## src/rtl/mips_core_pkg.sv

```systemverilog
// Shared MIPS core types and constants used by the front-end queues.
package mips_core_pkg;

  localparam int unsigned INST_Q_DEPTH = 8;
  localparam int unsigned XLEN         = 32;

  typedef struct packed {
    logic [XLEN-1:0] pc;
    logic [XLEN-1:0] inst;
  } inst_q_entry;

  function automatic inst_q_entry inst_q_pack(input logic [XLEN-1:0] pc,
                                              input logic [XLEN-1:0] inst);
    inst_q_entry e;
    e.pc   = pc;
    e.inst = inst;
    return e;
  endfunction

endpackage

```

## src/rtl/inst_queue.sv

```systemverilog
// Fetch-to-decode instruction FIFO with flush; full/empty/count derived from pointers.
// Optional same-cycle empty-queue bypass enabled by defining INST_Q_BYPASS_EN.
module inst_queue
  import mips_core_pkg::*;
#(
  parameter int unsigned DEPTH = INST_Q_DEPTH
) (
  input  logic                     clk,
  input  logic                     rst_n,
  input  logic                     push_valid,
  input  logic [31:0]              push_pc,
  input  logic [31:0]              push_inst,
  input  logic                     pop_ready,
  input  logic                     flush,
  output logic                     out_valid,
  output logic [31:0]              out_pc,
  output logic [31:0]              out_inst,
  output logic                     full,
  output logic                     empty,
  output logic [$clog2(DEPTH):0]   count
);

  localparam int unsigned AW = $clog2(DEPTH);
  localparam int unsigned PW = AW + 1;

  logic [PW-1:0] wr_ptr;
  logic [PW-1:0] rd_ptr;
  inst_q_entry   mem [DEPTH];

  logic          push_acc;
  logic          wr_en;
  logic          rd_adv;
  logic          head_valid;
  inst_q_entry   head;

  // Pointer MSB distinguishes a wrapped (full) queue from an empty one.
  assign count    = wr_ptr - rd_ptr;
  assign empty    = (wr_ptr == rd_ptr);
  assign full     = (wr_ptr[AW-1:0] == rd_ptr[AW-1:0]) && (wr_ptr[AW] != rd_ptr[AW]);
  assign push_acc = push_valid && !full && !flush;

`ifdef INST_Q_BYPASS_EN
  logic bypass;
  // An accepted push into an empty queue is presented at the head immediately;
  // if decode takes it that cycle it is never written.
  always_comb begin
    bypass     = empty && push_acc;
    head_valid = !empty || bypass;
    head       = bypass ? inst_q_pack(push_pc, push_inst) : mem[rd_ptr[AW-1:0]];
    wr_en      = push_acc && !(bypass && pop_ready);
    rd_adv     = pop_ready && !empty && !flush;
  end
`else
  always_comb begin
    head_valid = !empty;
    head       = mem[rd_ptr[AW-1:0]];
    wr_en      = push_acc;
    rd_adv     = pop_ready && !empty && !flush;
  end
`endif

  // Head outputs are forced to zero whenever nothing is presented.
  always_comb begin
    out_valid = head_valid;
    out_pc    = '0;
    out_inst  = '0;
    if (head_valid) begin
      out_pc   = head.pc;
      out_inst = head.inst;
    end
  end

  always_ff @(posedge clk or negedge rst_n) begin
    if (!rst_n) begin
      wr_ptr <= '0;
      rd_ptr <= '0;
    end else if (flush) begin
      wr_ptr <= '0;
      rd_ptr <= '0;
    end else begin
      if (wr_en)  wr_ptr <= wr_ptr + PW'(1);
      if (rd_adv) rd_ptr <= rd_ptr + PW'(1);
    end
  end

  // Storage holds no reset; stale entries are never visible past the pointers.
  always_ff @(posedge clk) begin
    if (wr_en) mem[wr_ptr[AW-1:0]] <= inst_q_pack(push_pc, push_inst);
  end

endmodule
```

## config.mk

```make
export PLATFORM = sky130hd
export DESIGN_NAME = inst_queue
export DESIGN_NICKNAME = d
export VERILOG_FILES = /design/src/rtl/mips_core_pkg.sv /design/src/rtl/inst_queue.sv
export SDC_FILE = /design/constraint.sdc
export NUM_CORES = 1
export LEC_CHECK = 0
export CAP_MARGIN = 20
export CORE_ASPECT_RATIO = 0.9
export CORE_MARGIN = 5
export CORE_UTILIZATION = 45
export DETAILED_ROUTE_END_ITERATION = 10
export DONT_BUFFER_PORTS = 1
export GPL_TIMING_DRIVEN = 0
export HOLD_SLACK_MARGIN = 0.05
export PLACE_DENSITY = 0.63
export RECOVER_POWER = 25
export SLEW_MARGIN = 0
export SYNTH_ARGS = -nofsm -noshare
export SYNTH_HDL_FRONTEND = slang
export SYNTH_SLANG_ARGS = --single-unit
```

## constraint.sdc

```tcl
create_clock -name clk -period 10.2 [get_ports clk]
set_clock_uncertainty 0.15 [all_clocks]
set_input_delay 2.04 -clock clk [delete_from_list [all_inputs] [get_ports clk]]
set_output_delay 2.04 -clock clk [all_outputs]
set_load 0.05 [all_outputs]
```

==> results.ini, run 1 <==
[clock_network]
cts_max_level=2
clk_latency_ns=0.58
postCtsSetupBuffers=0
ctsResizeCount=0
cts_tree=done
root_buffer=clkbuf_16
numCtsBuffers=53
clockBufferDepth=3
path_clk_slew_ns=0.06
cts.sinks=520
holdBufCountCts=0

[synthesis]
ys_warn_count=0
synth_most_common_cell=edfxtp_1
synth_top_area_share_pct=77.8
synth_ff_type=edfxtp_1
synth_nets=894
yosysTopAreaCell=edfxtp_1
async_flop_share_pct=1.54
synth.area.top_cells=edfxtp_1 (78%), mux4_2 (15%), a22o_1 (2.8%), dfrtp_1 (1.0%), buf_4 (0.57%)
ys_seq_area_share_pct=78.8
ys_seq_elements=520
syn_area_um2=19800
synth_cells=819
synth_edf_count=512
yosys-top-cells-count=edfxtp_1 (512), mux4_2 (128), a22o_1 (64)
postSynthAreaPerCell_um2=24.1
yosysUniqueCellTypes=32

[grt]
grt_pass1_wl_um=60600
antenna_found_initial=0
grt_util_all_layers_pct=16.9
grt_max_degree=27
grt_pass1_vias=8942
grt_overflow_total=0

[floorplanning]
core_area_um2=43200
start_util_pct=45.7
die_area_um2=48200
ios=140
dieHeight_um=209
die-width_um=231
num_rows=72

[cells_and_area]
fin_util_pct=52.5
final_nets=983
area_delta_synth_final_pct=14.9
n_antenna_cell=0
nFillCells=3292
drive_gt1_share_pct=29.9

[worst_setup_path]
cp_cell_sequence=clkbuf_1 -> buf_2 -> buf_2 -> inv_1 -> ha_1 -> nand3_1 -> nor2_4 -> nor2_8 -> buf_4 -> a22o_1
cp_num_buf_inv=5
worst_ep_arrival_time_ns=4.16
cp_max_fo=10
path_class=reg -> out
crit_required_ns=8.01
crit_path_top_delay_cell=nor2_4
slowest_delay_ns=0.60
setup.worst_path.start_class=register
cpMostUsedCell=buf_2
end_kind=primary output
crit_family=buffers and inverters

[power_and_ir_drop]
leakagePower_uw=0.00715
power-per-cell-area_nw_per_um2=231
worst_ir_drop_vdd_uv=162

[place]
gp_congestion=0.705
place_hpwl_um=25800
numPortBuffers=0

[timing]
setup_viol_count_final=0
hold_viol=0
period_share_pct=62.3
slew_viol_final=0
post-route-min-period_ns=6.35
final.setup.tns_ns=0
slew_headroom_pct=23.7
fmax_mhz=157
rsz0062_at_grt=false
worstMarginPinSlew_ns=1.14

[run_status]
run_status=completed

[route]
vias=8586
routed_via_density=5.72
wire_per_inst_um=27.0
dr.first_iter.drc_count=670
drt-total-wl_um=40600
dr.pass1.iters=5
drc_errors=0
ant_nets=0

[hold_path]
hold_path_class=reg -> reg

[flow_run]
maxCapViolations=0

[state kept, by name, summed over array words and instances, names as in the netlist]
name and flops:
rd_ptr 4, mem 512, wr_ptr 4
[cell families (layout without fill, tap and decap cells)]
| kind of cell | Yosys count | count (layout) | share of synthesized area (%) |
|---|---|---|---|
| AO/OA/AOI/OAI | 73 | 73 | 3.11 |
| XOR/XNOR | 9 | 9 | 0.475 |
| adder cells (fa/ha/maj) | 6 | 6 | 0.418 |
| buffers and inverters | 51 | 179 | 1.64 |
| flip-flops | 520 | 520 | 78.8 |
| multiplexers | 130 | 130 | 14.7 |
| AND/OR/NAND/NOR | 30 | 30 | 0.892 |
[path summary, 6_finish.rpt]
| kind | endpoint | slack [ns] | startpoint | depth (start not counted) |
|---|---|---|---|---|
| hold / removal | wr_ptr[2] | 0.47 | wr_ptr[2] | 2 |
| setup / recovery | out_pc[12] | 3.85 | rd_ptr[1] | 10 |
| setup reg to reg | mem[0][1] | 5.37 | rd_ptr[1] | 14 |
| hold reg to reg | wr_ptr[2] | 0.47 | wr_ptr[2] | 2 |
| max in group asynchronous | rd_ptr[0] | 8.82 | rst_n | 0 |
| min in group asynchronous | wr_ptr[1] | 1.00 | rst_n | 0 |
[final cells by class]
class                      instances  area, µm²  area share [%]
multi-input combinational        248       3930            17.3
sequential                       520      15600            68.6
tap                              555        694            3.06
buffer                            43        294            1.29
clock buffer                      66       1400            6.15
timing repair buffer              34        549            2.42
inverter                           8       30.0           0.132
clock inverter                    28        245            1.08
[cells in the final DEF (no fill, tap or decap), types with 5 or more instances in the layout]
cell type  synthesis  final
ha_1               5      5
nor2_4             1      7
edfxtp_1         512    512
nor2_1            14      8
buf_2             13     13
mux4_2           128    128
clkbuf_1           6     18
buf_4             15     16
buf_12             0     12
buf_6              8     25
clkinv_1           0     12
clkinv_2           0      8
dfrtp_1            8      8
inv_1              8      8
a22o_1            64     64
xnor2_1            5      5
clkbuf_16          0     54
[worst min-delay path: stages, from the launching register on]
cell,delay (ns)
dfrtp_1,0.42
xor2_1,0.09
nor2_1,0.07
[where the power goes]
| part | total, µW | internal (µW) | leakage (µW) | switching [µW] |
|---|---|---|---|---|
| clock | 1830 | 1070 | 0.000798 | 763 |
| combinational | 1030 | 328 | 0.00162 | 700 |
| sequential | 2390 | 2380 | 0.00473 | 9.74 |
[metrics by stage]
step	instances	area [µm²]	setup WS, ns	power, µW	hold WS [ns]
2_1_floorplan	819	19800	2.47	3290	0.408
3_3_place_gp	1374	20500	-2.37	3480	0.448
3_5_place_dp	1408	21100	4.28	3490	0.457
4_1_cts	1502	22700	3.65	5320	0.477
5_1_grt	1502	22700	3.53	5440	0.526
6_report	1502	22700	3.85	5250	0.472
[routing by layer]
metal / routed length (µm) / global-route usage (%) / vias up
li1: - / - / 3710
met1: 17700 / 23.8 / 4613
met2: 19500 / 26.7 / 212
met3: 2770 / 4.94 / 51
met4: 687 / 3.79 / 0
met5: 0 / 0 / -
Note: power is estimated with default switching activity, not from simulation.
==> run 2: changes to the inputs <==
--- a/config.mk
+++ b/config.mk
@@ -13,7 +13,7 @@
 export DONT_BUFFER_PORTS = 1
 export GPL_TIMING_DRIVEN = 0
 export HOLD_SLACK_MARGIN = 0.05
-export PLACE_DENSITY = 0.63
+export PLACE_DENSITY = 0.65
 export RECOVER_POWER = 25
 export SLEW_MARGIN = 0
 export SYNTH_ARGS = -nofsm -noshare
==> constraint.sdc (replaced) <==
create_clock -name clk -period 5.2 [get_ports clk]
set_clock_uncertainty 0.15 [all_clocks]
set_input_delay 1.04 -clock clk [delete_from_list [all_inputs] [get_ports clk]]
set_output_delay 1.04 -clock clk [all_outputs]
set_load 0.05 [all_outputs]
==> run 2 against run 1 <==
Effect of this change: sequential power up 96%; first-iteration DRC count up 7.6%; largest power group unchanged; utilization down 0.075 points; count of clock-buffer cells in the layout up 1; cell count down 0.73%; worst setup slack worse by 3.6 ns; largest cell class unchanged.
==> results.ini, run 2 (synthesis results as in run 1) <==
[route]
wire_per_inst_um=27.5
drc_errors=0
vias=8656
dr.pass1.iters=5
routed_via_density=5.81
drt-total-wl_um=41000
dr.first_iter.drc_count=721
ant_nets=0

[cells_and_area]
area_delta_synth_final_pct=14.7
largest_reg_flops=512
drive_gt1_share_pct=28.8
layout_common_cells=edfxtp_1 (512), mux4_2 (128), a22o_1 (64)
stdcell_area_um2=22700
layout_commonest_cell=edfxtp_1
final_nets=974
fin_util_pct=52.4
n_antenna_cell=0

[place]
numPortBuffers=0
place_hpwl_um=25600
gp_congestion=0.723
dpl_cell_area_um2=21000
dp_slack_ns=0.239

[floorplanning]
num_rows=72
dieHeight_um=209
core_area_um2=43200
start_util_pct=45.7
die_area_um2=48200
ios=140
die-width_um=231

[grt]
grt_max_degree=26
grt_util_all_layers_pct=17.1
grt_pass1_vias=9109
grt_pass1_wl_um=61000
grt_overflow_total=0
antenna_found_initial=0

[timing]
post-route-min-period_ns=4.97
fmax_mhz=201
worstMarginPinSlew_ns=1.13
period_share_pct=95.5
hold_viol=0
holdWs_ns=0.400
setup_viol_count_final=0
rsz0062_at_grt=false
slew_viol_final=0
slew_headroom_pct=23.8
setup_slack_ns=0.232

[worst_setup_path]
worst_ep_arrival_time_ns=3.78
path_class=reg -> out
crit_required_ns=4.01
regToRegSetupSlack_ns=1.09
setup.worst_path.start_class=register
cp_max_fo=19
end_kind=primary output

[power_and_ir_drop]
power-per-cell-area_nw_per_um2=455
worst_ir_drop_vdd_uv=255
leakagePower_uw=0.00711
power_uw=10300

[hold_path]
hold_path_class=in -> reg

[clock_network]
path_clk_slew_ns=0.06
numCtsBuffers=54
cts_tree=done
root_buffer=clkbuf_16
cts_max_level=2
clk_latency_ns=0.58
clockBufferDepth=3
cts.sinks=520

[run_status]
run_status=completed

[flow_run]
maxCapViolations=0

[run 2: cell count changes in the layout (fill, tap and decap cells not counted), sizes merged]
cell / change
inv: +1
clkinv: -1
clkbuf: +1
buf: -11
dlygate4sd3: +1
clkinvlp: -2
[run 2: timing repair]
action / 4_1_cts / 5_1_grt
endpoints found under the hold margin: 8 / 0
endpoints found under the setup margin: 64 / 0
hold buffers: 1 / 0
resized for setup: 2 / 0
setup buffers: 0 / 0
[run 2: final cells by class]
| type | instances | area [µm²] |
|---|---|---|
| plain buffers | 42 | 293 |
| clock buffers | 67 | 1420 |
| clock inverters | 26 | 220 |
| fillers | 3294 | 20600 |
| inverters | 8 | 30.0 |
| multi-input cells | 248 | 3940 |
| flip-flops and latches | 520 | 15600 |
| well taps | 555 | 694 |
| repair buffers | 25 | 505 |
[run 2: critical path, stage by stage (launching register included)]
cell and delay (ns):
dfrtp_1 0.41, clkbuf_2 0.30, buf_4 0.39, inv_1 0.09, ha_1 0.32, nand3_1 0.22
nor2_4 0.59, nor2_8 0.16, buf_4 0.25, a22o_1 0.43
[run 2: path summary, 6_finish.rpt]
check / start / endpoint / cells past startpoint
setup / recovery: rd_ptr[1] / out_inst[0] / 9
hold / removal: push_inst[8] / mem[4][8] / 0
setup reg to reg: rd_ptr[1] / mem[6][61] / 10
hold reg to reg: wr_ptr[2] / wr_ptr[2] / 2
max in group asynchronous: rst_n / wr_ptr[0] / 1
min in group asynchronous: rst_n / rd_ptr[3] / 1
[run 2: report_power, final]
group          leakage [µW]  switching, µW  internal [µW]  total (µW)
clock network      0.000803           1480           2110        3590
logic               0.00157           1380            646        2030
registers           0.00473           20.4           4670        4690
[run 2: metal layers]
layer | vias to the layer above | wire length [µm] | part of all wire (%) | GRT usage (%)
li1 | 3696 | - | - | -
met1 | 4652 | 17800 | 43 | 24.6
met2 | 251 | 19600 | 48 | 26.5
met3 | 57 | 2940 | 7.2 | 4.72
met4 | 0 | 738 | 1.8 | 4.14
met5 | - | 0 | 0 | 0
[run 2: per-stage QoR]
stage / cells / TNS, ns
3_3_place_gp: 1374 / -1649.07
5_1_grt: 1491 / 0
6_report: 1491 / 0
3_5_place_dp: 1398 / 0
2_1_floorplan: 819 / -32.00
4_1_cts: 1491 / 0
==> run 3: changes to the inputs <==
--- a/config.mk
+++ b/config.mk
@@ -6,14 +6,17 @@
 export NUM_CORES = 1
 export LEC_CHECK = 0
 export CAP_MARGIN = 20
+export CELL_PAD_IN_SITES_DETAIL_PLACEMENT = 1
+export CELL_PAD_IN_SITES_GLOBAL_PLACEMENT = 1
 export CORE_ASPECT_RATIO = 0.9
 export CORE_MARGIN = 5
 export CORE_UTILIZATION = 45
+export CTS_CLUSTER_SIZE = 28
 export DETAILED_ROUTE_END_ITERATION = 10
 export DONT_BUFFER_PORTS = 1
 export GPL_TIMING_DRIVEN = 0
 export HOLD_SLACK_MARGIN = 0.05
-export PLACE_DENSITY = 0.65
+export PLACE_DENSITY = 0.71
 export RECOVER_POWER = 25
 export SLEW_MARGIN = 0
 export SYNTH_ARGS = -nofsm -noshare
==> run 3 against run 2 <==
Effect of this change: global-route usage is 1.7 points higher; hold slack lost 0.0020 ns; fmax down 0.48%; routed wire length grew 8.7%; die area unchanged; sequential share of layout area fell by 0.47 points; register-to-register slack lost 0.02 ns; utilization is 0.36 points higher; largest power group unchanged.
==> results.ini, run 3 (synthesis results as in run 1) <==
[worst_setup_path]
crit_cells=9
crit_family=simple AND/OR/NAND/NOR gates
cp_max_fo=10
cpMostUsedCell=buf_4
worst_ep_arrival_time_ns=3.80
cp_cell_sequence=buf_4 -> buf_2 -> inv_1 -> ha_1 -> nand3_1 -> nor2_4 -> nor2_8 -> buf_4 -> a22o_1
cp_num_buf_inv=4
setup.worst_path.start_class=register
path_class=reg -> out
end_kind=primary output
crit_required_ns=4.01
slowest_delay_ns=0.58
ff2ff_path_depth=10
crit_path_top_delay_cell=nor2_4

[power_and_ir_drop]
sequentialPowerShare_pct=45.2
power_frac_comb_pct=19.7
power-per-cell-area_nw_per_um2=455
intPower_uw=7470
switching_share_pct=28.2
leakagePower_uw=0.00716
switching_power_uw=2930
pwr-share-clk_pct=35.2
worst_ir_drop_vdd_uv=344

[timing]
slew_headroom_pct=24.5
hold_viol=0
period_share_pct=96.0
setup_viol_count_final=0
post-route-min-period_ns=4.99
rsz0062_at_grt=false
holdWs_ns=0.398
worstMarginPinSlew_ns=1.12
fmax_mhz=200
slew_viol_final=0
final.setup.tns_ns=0

[cells_and_area]
area_delta_synth_final_pct=15.5
nFillCells=3661
drive_gt1_share_pct=29.4
largest_reg_flops=512
layout_commonest_cell=edfxtp_1
seq_area_um2=15600
fin_util_pct=52.8
final_nets=975
n_antenna_cell=0
layout_common_cells=edfxtp_1 (512), mux4_2 (128), a22o_1 (64)
multi_input_area_um2=3940

[floorplanning]
start_util_pct=45.7
num_rows=72
die_area_um2=48200
core_area_um2=43200
ios=140
dieHeight_um=209
die-width_um=231

[hold_path]
hold_path_class=in -> reg
whs_path_depth=0

[clock_network]
numCtsBuffers=52
clk_latency_ns=0.58
clockBufferDepth=3
cts_tree=done
path_clk_slew_ns=0.06
cts.sinks=520
cts_max_level=2
root_buffer=clkbuf_16
postCtsSetupBuffers=0

[route]
ant_nets=0
dr.first_iter.drc_count=650
drt-total-wl_um=44600
vias=8781
wire_per_inst_um=29.8
routed_via_density=5.88
drc_errors=0
dr.pass1.iters=4

[grt]
grt_max_degree=24
grt_pass1_vias=9818
grt_overflow_total=0
grt_pass1_wl_um=67000
grt_util_all_layers_pct=18.8
antenna_found_initial=0

[flow_run]
maxCapViolations=0

[place]
place_hpwl_um=29100
gp_congestion=0.717
numPortBuffers=0

[run_status]
run_status=completed

==> run 3: path summary, 6_finish.rpt <==
kind / startpoint / to / slack, ns
hold / removal: push_pc[18] / mem[7][50] / 0.40
setup / recovery: rd_ptr[1] / out_pc[23] / 0.21
hold reg to reg: wr_ptr[3] / wr_ptr[3] / 0.53
setup reg to reg: rd_ptr[1] / mem[0][15] / 1.07
min in group asynchronous: rst_n / wr_ptr[1] / 0.68
max in group asynchronous: rst_n / rd_ptr[1] / 3.91
==> run 3: layer usage <==
metal  track usage, %  vias up  wire length [µm]
met3             5.97       72              3440
li1                 -     3694                 -
met4             4.88        0               945
met2             30.8      269             22200
met5                0        -                 0
met1             24.7     4746             18000
==> run 3: layout make-up <==
class | count | share of cell area (%)
Buffer | 42 | 1.28
Clock buffer | 67 | 5.99
Clock inverter | 26 | 1.26
Inverter | 8 | 0.132
Multi-Input combinational cell | 248 | 17.2
Sequential cell | 520 | 68.2
Tap cell | 555 | 3.04
Timing Repair Buffer | 28 | 2.84
==> run 3: power by group through the flow <==
stage          Combinational, µW  Sequential [µW]  Clock [µW]
2_1_floorplan               1680             4780           0
3_3_place_gp                2040             4790           0
3_5_place_dp                2080             4780           0
4_1_cts                     2090             4700        3740
5_1_grt                     2150             4700        3950
6_report                    2050             4700        3660
==> run 3: metrics by stage <==
stage	area [µm²]	setup slack [ns]	std cells	total power (µW)
after global routing	22800	0.00110	1494	10800
after floorplan	19800	-0.132	819	6460
final	22800	0.207	1494	10400
after global placement	20500	-3.94	1374	6820
after detailed placement	21200	0.371	1401	6870
after CTS	22800	0.140	1494	10500
==> run 3: timing repair <==
action	CTS	global route
resized for setup	2	0
hold buffers	1	0
endpoints found under the hold margin	8	0
pin swaps	1	1
endpoints found under the setup margin	64	1
